`config.mk`:
```
export PLATFORM = sky130hd
export DESIGN_NAME = vga_sync_ctrl
export DESIGN_NICKNAME = d
export VERILOG_FILES = /design/src/rtl/vga_timing_pkg.sv /design/src/rtl/vga_mod_counter.sv /design/src/rtl/vga_sync_ctrl.sv
export SDC_FILE = /design/constraint.sdc
export NUM_CORES = 1
export LEC_CHECK = 0
export BUFFER_PORTS_ARGS = -buffer_cell sky130_fd_sc_hd__buf_2
export CAP_MARGIN = 20
export CORE_MARGIN = 1.5
export CORE_UTILIZATION = 35
export DETAILED_ROUTE_END_ITERATION = 10
export MAX_ROUTING_LAYER = met4
export PLACE_DENSITY = 0.52
export SYNTH_ARGS = -nofsm -noshare
export SYNTH_HDL_FRONTEND = slang
export SYNTH_SLANG_ARGS = --single-unit
```
`constraint.sdc`:
```
create_clock -name clk -period 6 [get_ports clk]
set_input_delay 1.2 -clock clk [delete_from_list [all_inputs] [get_ports clk]]
set_output_delay 1.2 -clock clk [all_outputs]
set_load 0.02 [all_outputs]
```
`src/rtl/vga_timing_pkg.sv`:
```
`default_nettype none
// ============================================================================
// Package  : vga_timing_pkg
// Purpose  : Default 640x480@60 timing constants, derived line/frame totals,
//            coordinate width and a small window-compare helper shared by the
//            VGA sync controller and its counters.
// Revision : 1.0  initial release
// ============================================================================
package vga_timing_pkg;

  localparam int DEF_H_DISP = 640;
  localparam int DEF_H_FP   = 16;
  localparam int DEF_H_SYNC = 96;
  localparam int DEF_H_BP   = 48;
  localparam int DEF_V_DISP = 480;
  localparam int DEF_V_FP   = 10;
  localparam int DEF_V_SYNC = 2;
  localparam int DEF_V_BP   = 33;

  localparam int H_TOTAL = DEF_H_DISP + DEF_H_FP + DEF_H_SYNC + DEF_H_BP;
  localparam int V_TOTAL = DEF_V_DISP + DEF_V_FP + DEF_V_SYNC + DEF_V_BP;

  localparam int COORD_W = 10;

  // True when coordinate v lies in the closed interval [lo, hi].
  function automatic logic in_range(input logic [COORD_W-1:0] v,
                                    input int lo, input int hi);
    return (int'(v) >= lo) && (int'(v) <= hi);
  endfunction

endpackage : vga_timing_pkg
`default_nettype wire

```
`src/rtl/vga_mod_counter.sv`:
```
`default_nettype none
// ============================================================================
// Module   : vga_mod_counter
// Purpose  : Enabled modulo-N up counter. Exposes the registered count, the
//            next-state count and a wrap flag that is high on the enabled
//            edge that returns the count to zero.
// Revision : 1.0  initial release
// ============================================================================
module vga_mod_counter
  import vga_timing_pkg::*;
#(
  parameter int MODULUS = H_TOTAL,
  parameter int WIDTH   = COORD_W
) (
  input  logic             clk,
  input  logic             reset,
  input  logic             en_i,
  output logic [WIDTH-1:0] count_o,
  output logic [WIDTH-1:0] count_next_o,
  output logic             wrap_o
);

  localparam logic [WIDTH-1:0] LAST = WIDTH'(MODULUS - 1);

  logic [WIDTH-1:0] count_q;
  logic [WIDTH-1:0] count_d;

  // Next count: hold, increment, or wrap to zero after the last value.
  always_comb begin
    count_d = count_q;
    if (en_i) begin
      count_d = (count_q == LAST) ? '0 : count_q + WIDTH'(1);
    end
  end

  // Count register with synchronous clear.
  always_ff @(posedge clk) begin
    if (reset) count_q <= '0;
    else       count_q <= count_d;
  end

  assign count_o      = count_q;
  assign count_next_o = count_d;
  assign wrap_o       = en_i && (count_q == LAST);

endmodule : vga_mod_counter
`default_nettype wire

```
`src/rtl/vga_sync_ctrl.sv`:
```
`default_nettype none
// ============================================================================
// Module   : vga_sync_ctrl
// Purpose  : VGA timing generator. Divides clk by two into a pixel enable,
//            runs horizontal/vertical position counters and produces
//            registered syncs, blanking, frame pulse and blanked colour that
//            are all aligned with pixel_x/pixel_y.
// Options  : VGA_FRAME_LATCH_EN - when defined, the colour switches are only
//            captured at frame start (tear-free); otherwise they are
//            captured on every pixel enable.
// Revision : 1.0  initial release
// ============================================================================
module vga_sync_ctrl
  import vga_timing_pkg::*;
#(
  parameter int H_DISP = DEF_H_DISP,
  parameter int H_FP   = DEF_H_FP,
  parameter int H_SYNC = DEF_H_SYNC,
  parameter int H_BP   = DEF_H_BP,
  parameter int V_DISP = DEF_V_DISP,
  parameter int V_FP   = DEF_V_FP,
  parameter int V_SYNC = DEF_V_SYNC,
  parameter int V_BP   = DEF_V_BP
) (
  input  logic               clk,
  input  logic               reset,
  input  logic [2:0]         rgbswitches,
  output logic               hsync,
  output logic               vsync,
  output logic               video_on,
  output logic               p_tick,
  output logic [COORD_W-1:0] pixel_x,
  output logic [COORD_W-1:0] pixel_y,
  output logic               frame_start,
  output logic [2:0]         rgb
);

  localparam int H_TOT = H_DISP + H_FP + H_SYNC + H_BP;
  localparam int V_TOT = V_DISP + V_FP + V_SYNC + V_BP;
  localparam int HS_LO = H_DISP + H_FP;
  localparam int HS_HI = H_DISP + H_FP + H_SYNC - 1;
  localparam int VS_LO = V_DISP + V_FP;
  localparam int VS_HI = V_DISP + V_FP + V_SYNC - 1;

  logic               tick_q;
  logic               h_wrap, v_wrap, frame_wrap;
  logic [COORD_W-1:0] x_q, x_d, y_q, y_d;

  logic       hsync_q, hsync_d;
  logic       vsync_q, vsync_d;
  logic       video_on_q, video_on_d;
  logic       frame_start_q, frame_start_d;
  logic [2:0] colour_q, colour_d;
  logic [2:0] rgb_q, rgb_d;

  vga_mod_counter #(.MODULUS(H_TOT), .WIDTH(COORD_W)) u_hcnt (
    .clk          (clk),
    .reset        (reset),
    .en_i         (tick_q),
    .count_o      (x_q),
    .count_next_o (x_d),
    .wrap_o       (h_wrap)
  );

  vga_mod_counter #(.MODULUS(V_TOT), .WIDTH(COORD_W)) u_vcnt (
    .clk          (clk),
    .reset        (reset),
    .en_i         (h_wrap),
    .count_o      (y_q),
    .count_next_o (y_d),
    .wrap_o       (v_wrap)
  );

  // Both counters return to zero on this edge: the next cycle is (0,0).
  assign frame_wrap = v_wrap;

  // Decode outputs from next-count values so they register in step with the counters.
  always_comb begin
    colour_d = colour_q;
`ifdef VGA_FRAME_LATCH_EN
    if (frame_wrap) colour_d = rgbswitches;
`else
    if (tick_q) colour_d = rgbswitches;
`endif
    hsync_d       = ~in_range(x_d, HS_LO, HS_HI);
    vsync_d       = ~in_range(y_d, VS_LO, VS_HI);
    video_on_d    = (int'(x_d) < H_DISP) && (int'(y_d) < V_DISP);
    frame_start_d = frame_wrap;
    rgb_d         = video_on_d ? colour_d : 3'b000;
  end

  // Pixel enable divider and registered outputs with synchronous reset.
  always_ff @(posedge clk) begin
    if (reset) begin
      tick_q        <= 1'b0;
      hsync_q       <= 1'b1;
      vsync_q       <= 1'b1;
      video_on_q    <= 1'b0;
      frame_start_q <= 1'b0;
      colour_q      <= 3'b000;
      rgb_q         <= 3'b000;
    end else begin
      tick_q        <= ~tick_q;
      hsync_q       <= hsync_d;
      vsync_q       <= vsync_d;
      video_on_q    <= video_on_d;
      frame_start_q <= frame_start_d;
      colour_q      <= colour_d;
      rgb_q         <= rgb_d;
    end
  end

  assign p_tick      = tick_q;
  assign pixel_x     = x_q;
  assign pixel_y     = y_q;
  assign hsync       = hsync_q;
  assign vsync       = vsync_q;
  assign video_on    = video_on_q;
  assign frame_start = frame_start_q;
  assign rgb         = rgb_q;

endmodule : vga_sync_ctrl
`default_nettype wire
```
[Word-level counts from Yosys, hierarchy flattened]
Cells that the tools add are included.
Word-level totals
  output and inout port bits: 28
  bits in registers: 31
  word-level logic and storage cells: 34
Cells by class
  order comparisons: 6
  reductions and logical operators: 6
  multiplexer cells: 5
  equal/unequal tests: 2
  bitwise logic cells: 4
  $add $sub $neg: 2
Operator list (number)
  10-bit two-way mux: 4
  10-bit by 1-bit adder with 10-bit output, second input constant: 2
  10-bit equality test, second input constant: 2
  10-bit >= comparator, second input constant: 1
  10-bit by 9-bit >= comparator with 1-bit output, second input constant: 1
  10-bit <= comparator, second input constant: 1
  10-bit by 9-bit <= comparator with 1-bit output, second input constant: 1
  10-bit less-than comparator, second input constant: 1
  10-bit by 9-bit less-than comparator with 1-bit output, second input constant: 1
  1-bit logical AND: 5
  1-bit inverter: 4
  3-bit two-way mux: 1
  2-bit OR reduction: 1

[Depth between registers and ports, before layout]
  word-level depth: 7
  depth in mapped cells: 8

[Hierarchy]
A second synthesis with hierarchy kept.
Unflattened totals
  cells, all modules: 160
  area total of the unflattened synthesis: 1466.4 sq um
By module, submodules not included
  vga_mod_counter at u_hcnt: instances 1, cells each 63, seq. area each 200.2 sq um, area an instance 574.3 sq um
  vga_mod_counter at u_vcnt: instances 1, cells each 64, seq. area each 200.2 sq um, area an instance 539.3 sq um
  vga_sync_ctrl: instances 1, cells each 33, seq. area each 220.2 sq um, area an instance 352.8 sq um

[Worst setup path after synthesis]
OpenSTA, ideal clock, no wires.
  path type: reg2reg
  start: register u_hcnt.count_q[0] (netlist: u_hcnt.count_o[0])
  end: register rgb_q[0] (netlist: rgb[0])
  path buffers: 1
  setup slack: 3.924 ns
  arrival: 1.981 ns
  cell stages (with the launch flop): 8
  setup time: 0.096 ns
  path through: dfxtp_1 -> ha_1 -> and4_1 -> buf_4 -> nand4_4 -> o311a_1 -> o22a_1 -> nor4b_1
On the way
  cells in the longest elaborated chain, start to end: 7
Ends and longest elaborated chain
  from (decl): line vga_mod_counter.sv:25  | logic [WIDTH-1:0] count_q;
  from (signal assigned): line vga_mod_counter.sv:39  | else count_q <= count_d;
  10-bit by 1-bit adder with 10-bit output / 10-bit equality test (equally long branches): line vga_mod_counter.sv:32, vga_mod_counter.sv:44
  10-bit two-way mux / 1-bit logical AND (equally long branches): line vga_mod_counter.sv:32, vga_mod_counter.sv:44
  10-bit two-way mux: line vga_mod_counter.sv:31  | if (en_i) begin
  10-bit less-than comparator / 10-bit by 9-bit less-than comparator with 1-bit output (equally long branches): line vga_sync_ctrl.sv:87  | video_on_d = (int'(x_d) < H_DISP) && (int'(y_d) < V_DISP);
  1-bit logical AND *: line vga_sync_ctrl.sv:87
  1-bit inverter (no line) *
  2-bit OR reduction (no line) *
  to (signal assigned): line vga_sync_ctrl.sv:109  | rgb_q <= rgb_d;
  to (decl): line vga_sync_ctrl.sv:54  | logic [2:0] rgb_q, rgb_d;
Mark *: on every way between the ends. The rest lies on a longest branch, timed or not.
A chain may end at the register's enable or synchronous reset.

[Worst setup path in the final report]
  start: register tick_q (netlist: p_tick)
  end: register rgb_q[0] (netlist: rgb[0])
On the way
  cells in the longest elaborated chain, start to end: 6
Ends and longest elaborated chain
  from (decl): line vga_sync_ctrl.sv:45  | logic tick_q;
  from (signal assigned): line vga_sync_ctrl.sv:103  | tick_q <= ~tick_q;
  1-bit logical AND: line vga_mod_counter.sv:44  | assign wrap_o = en_i && (count_q == LAST);
  10-bit two-way mux: line vga_mod_counter.sv:31
  10-bit by 9-bit less-than comparator with 1-bit output: line vga_sync_ctrl.sv:87
  1-bit logical AND: line vga_sync_ctrl.sv:87
  1-bit inverter (no line)
  2-bit OR reduction (no line)
Several ways; a longest one is shown, not always the timed one.

==> impl_metrics.toml <==
[synth]
syn-instance-count = 188
synth_ff_type = "dfxtp_1"
syn-cell-area_um2 = 1630
synthMuxAreaShare_pct = 3.75
async_flop_share_pct = 0
syn-mean-instance-area_um2 = 8.69
synth-simple-area-share_pct = 31.2
synth_top_family_by_area = "simple AND/OR/NAND/NOR gates"
synth_edf_count = 0
synth_compound_area_share_pct = 13.6
yosysWarnings = 0
synth_xor_area_share_pct = 5.90
synth-adder-area-share_pct = 2.30
synth_nets = 196
synth_cell_type_count = 48
ys_seq_area_share_pct = 38.0
ys_ff_latch = 31

[timing]
clock.fmax_mhz = 410
clock_skew_ns = 0.00364
maxSlewViolCount = 0
post-route-period-util_pct = 40.6
fin_crit_ns = 2.44
worst_pin_slew_ns = 0.477
final_hold_viol_count = 0
relSlewSlack_pct = 67.7
setup_viol = 0
rsz0062_at_grt = "false"
tns_ns = 0

[final_layout]
postLayoutCoreUtil_pct = 43.7
multi_input_area_um2 = 927
fill_cells = 448
fin_cells = 267
seqCellArea_um2 = 621
final_common_cell = "buf_2"
layout_common_cells = "buf_2, dfxtp_1, nor2_1"
antennaDiodeCount = 0
drive_gt1_share_pct = 20.9
area_delta_synth_final_pct = 18.0
fin_nets = 222

[setup_path]
critPathKind = "register to register"
slowest_stage = "dfxtp_1"
path_cells = "and4_1 -> and4_1 -> o211ai_1 -> and2_1 -> nor4b_1"
r2r_start = "p_tick$_SDFF_PP0_"
crit_start = "p_tick$_SDFF_PP0_"
r2r_setup_slack_ns = 3.56
cp-end-kind = "register"
start_kind = "register"
r2r-end = "rgb[0]$_SDFF_PP0_"
cp.required_ns = 6.17
slowest_delay_ns = 0.58
cp_max_fo = 13
cpMostUsedCell = "and4_1"
r2r_cells = 5
crit_end = "rgb[0]$_SDFF_PP0_"
crit_arrival_ns = 2.61

[routing]
first_pass_iters = 4
routedWlPerCell_um = 14.2
vias_per_cell = 5.61
drc = 0
routed_wl_um = 3790
vias = 1497
postRouteAntennaNets = 0
drtIter0Drc = 104

[pwr]
switching_share_pct = 20.2
p_comb_share_pct = 3.8
powerDensity_nw_per_um2 = 249
clockPowerShare_pct = 51.6
p_int_uw = 383
p_leak_uw = 0.000774
p_switching_uw = 96.8
peakVddDrop_uv = 114
p_seq_share_pct = 44.6

[flow_run]
cap_violations = 0

[grt]
grt_pass1_wl_um = 6420
grt.total_usage_pct = 16.4
overflow = 0
grt_max_degree = 28
grt_pass1_vias = 1296
antenna_found_initial = 0

[clocking]
hold_buffers = 0
clock-sinks = 31
cts_made_buffers = 5
clock_latency_ns = 0.28
path_clk_slew_ns = 0.07
cts-root-buf = "clkbuf_8"
cts.path.max_buffers = 2
cts_resized = 0
cts_tree = "built"
htreeDepth = 2
postCtsSetupRepairBufs = 0

[floorplanning]
die-area_um2 = 5090
dieWidth_um = 71.3
std_cell_rows = 24
die_y_um = 71.3
io_pins = 33
core_um2 = 4410
start_util_pct = 37.0

[placed_design]
gp_congestion = 0.834
placedCellCount = 259
dp_hpwl_um = 2690
io_buffers = 32

[run_status]
status = "finished, final reports clean"

[hold_path]
hp-class = "register to register"
-- worst min-delay path by stage --
stage / from / slack [ns] / depth (start not counted) / endpoint
2_1_floorplan: colour_q[0]$_SDFF_PP0_ / 0.46 / 2 / colour_q[0]$_SDFF_PP0_
3_3_place_gp: u_hcnt.count_o[9]$_SDFF_PP0_ / 0.51 / 1 / hsync$_SDFF_PP1_
3_5_place_dp: colour_q[1]$_SDFF_PP0_ / 0.50 / 2 / colour_q[1]$_SDFF_PP0_
4_1_cts: colour_q[1]$_SDFF_PP0_ / 0.52 / 2 / colour_q[1]$_SDFF_PP0_
5_1_grt: u_hcnt.count_o[9]$_SDFF_PP0_ / 0.56 / 1 / hsync$_SDFF_PP1_
6_report: colour_q[1]$_SDFF_PP0_ / 0.52 / 2 / colour_q[1]$_SDFF_PP0_
-- Yosys cell counts, types with 3 or more instances --
library cell  number  share of area, %
dfxtp_1           31                38
nor2_1            18               4.1
nand2_1           13               3.0
nor3_1            11               3.4
a21oi_1            9               2.8
nand3_1            9               2.8
xnor2_1            7               3.8
nand4_1            6               2.3
buf_2              5               1.5
clkbuf_1           5               1.1
inv_1              5               1.1
mux2i_1            5               3.1
nor4_1             5               1.9
nor4b_1            5               2.7
and4_1             4               2.1
xor2_1             4               2.1
a211oi_1           3               1.4
ha_1               3               2.3
nor2b_1            3               1.1
o31ai_1            3               1.4
-- critical path: cells and delay by family (launching register included) --
kind | cells | cell delay (ns)
AND/OR/NAND/NOR | 4 | 1.54
flip-flops | 1 | 0.58
AO/OA/AOI/OAI | 1 | 0.19
-- power groups by stage --
stage,Clock [uW],Combinational (uW),Sequential (uW)
5_1_grt,263,20.3,215
3_5_place_dp,0,18.6,219
6_report,247,18.4,214
2_1_floorplan,0,10.5,221
4_1_cts,254,18.7,214
3_3_place_gp,0,18.4,219
-- through the flow --
| stage | hold slack [ns] | power (uW) | instance area [um^2] | worst slack, ns |
|---|---|---|---|---|
| after CTS | 0.521 | 486 | 1930 | 3.53 |
| after detailed placement | 0.505 | 237 | 1790 | 3.56 |
| final | 0.521 | 480 | 1930 | 3.56 |
| after global placement | 0.508 | 237 | 1790 | 3.73 |
| after floorplan | 0.461 | 232 | 1630 | 3.92 |
| after global routing | 0.558 | 498 | 1930 | 3.33 |
-- cells by family (layout without fill, tap and decap cells) --
group                    after synthesis  in the layout
AO/OA/AOI/OAI                         31             31
AND/OR/NAND/NOR                       88             88
flip-flops                            31             31
adder cells (fa/ha/maj)                3              3
multiplexers                           6              6
buffers and inverters                 18             45
XOR/XNOR                              11             11
-- final cells by class --
class | count | area share, %
repair buffers | 32 | 8.31
inverters | 5 | 0.973
flip-flops and latches | 31 | 32.2
clock inverters | 3 | 3.50
multi-input cells | 139 | 48.1
well taps | 52 | 3.37
clock buffers | 5 | 3.57
-- routing by layer --
metal	share of wire, %	track usage (%)
met1	46	22.5
met2	47	22.9
met3	5.8	4.64
met4	0.69	6.08
met5	0	-
-- registers in the layout, summed over array words and instances (netlist names) --
signal / flops
u_hcnt.count_o: 10
u_vcnt.count_o: 10
colour_q: 3
rgb: 3
frame_start: 1
hsync: 1
p_tick: 1
video_on: 1
vsync: 1
Note: power is estimated with default switching activity, not from simulation.
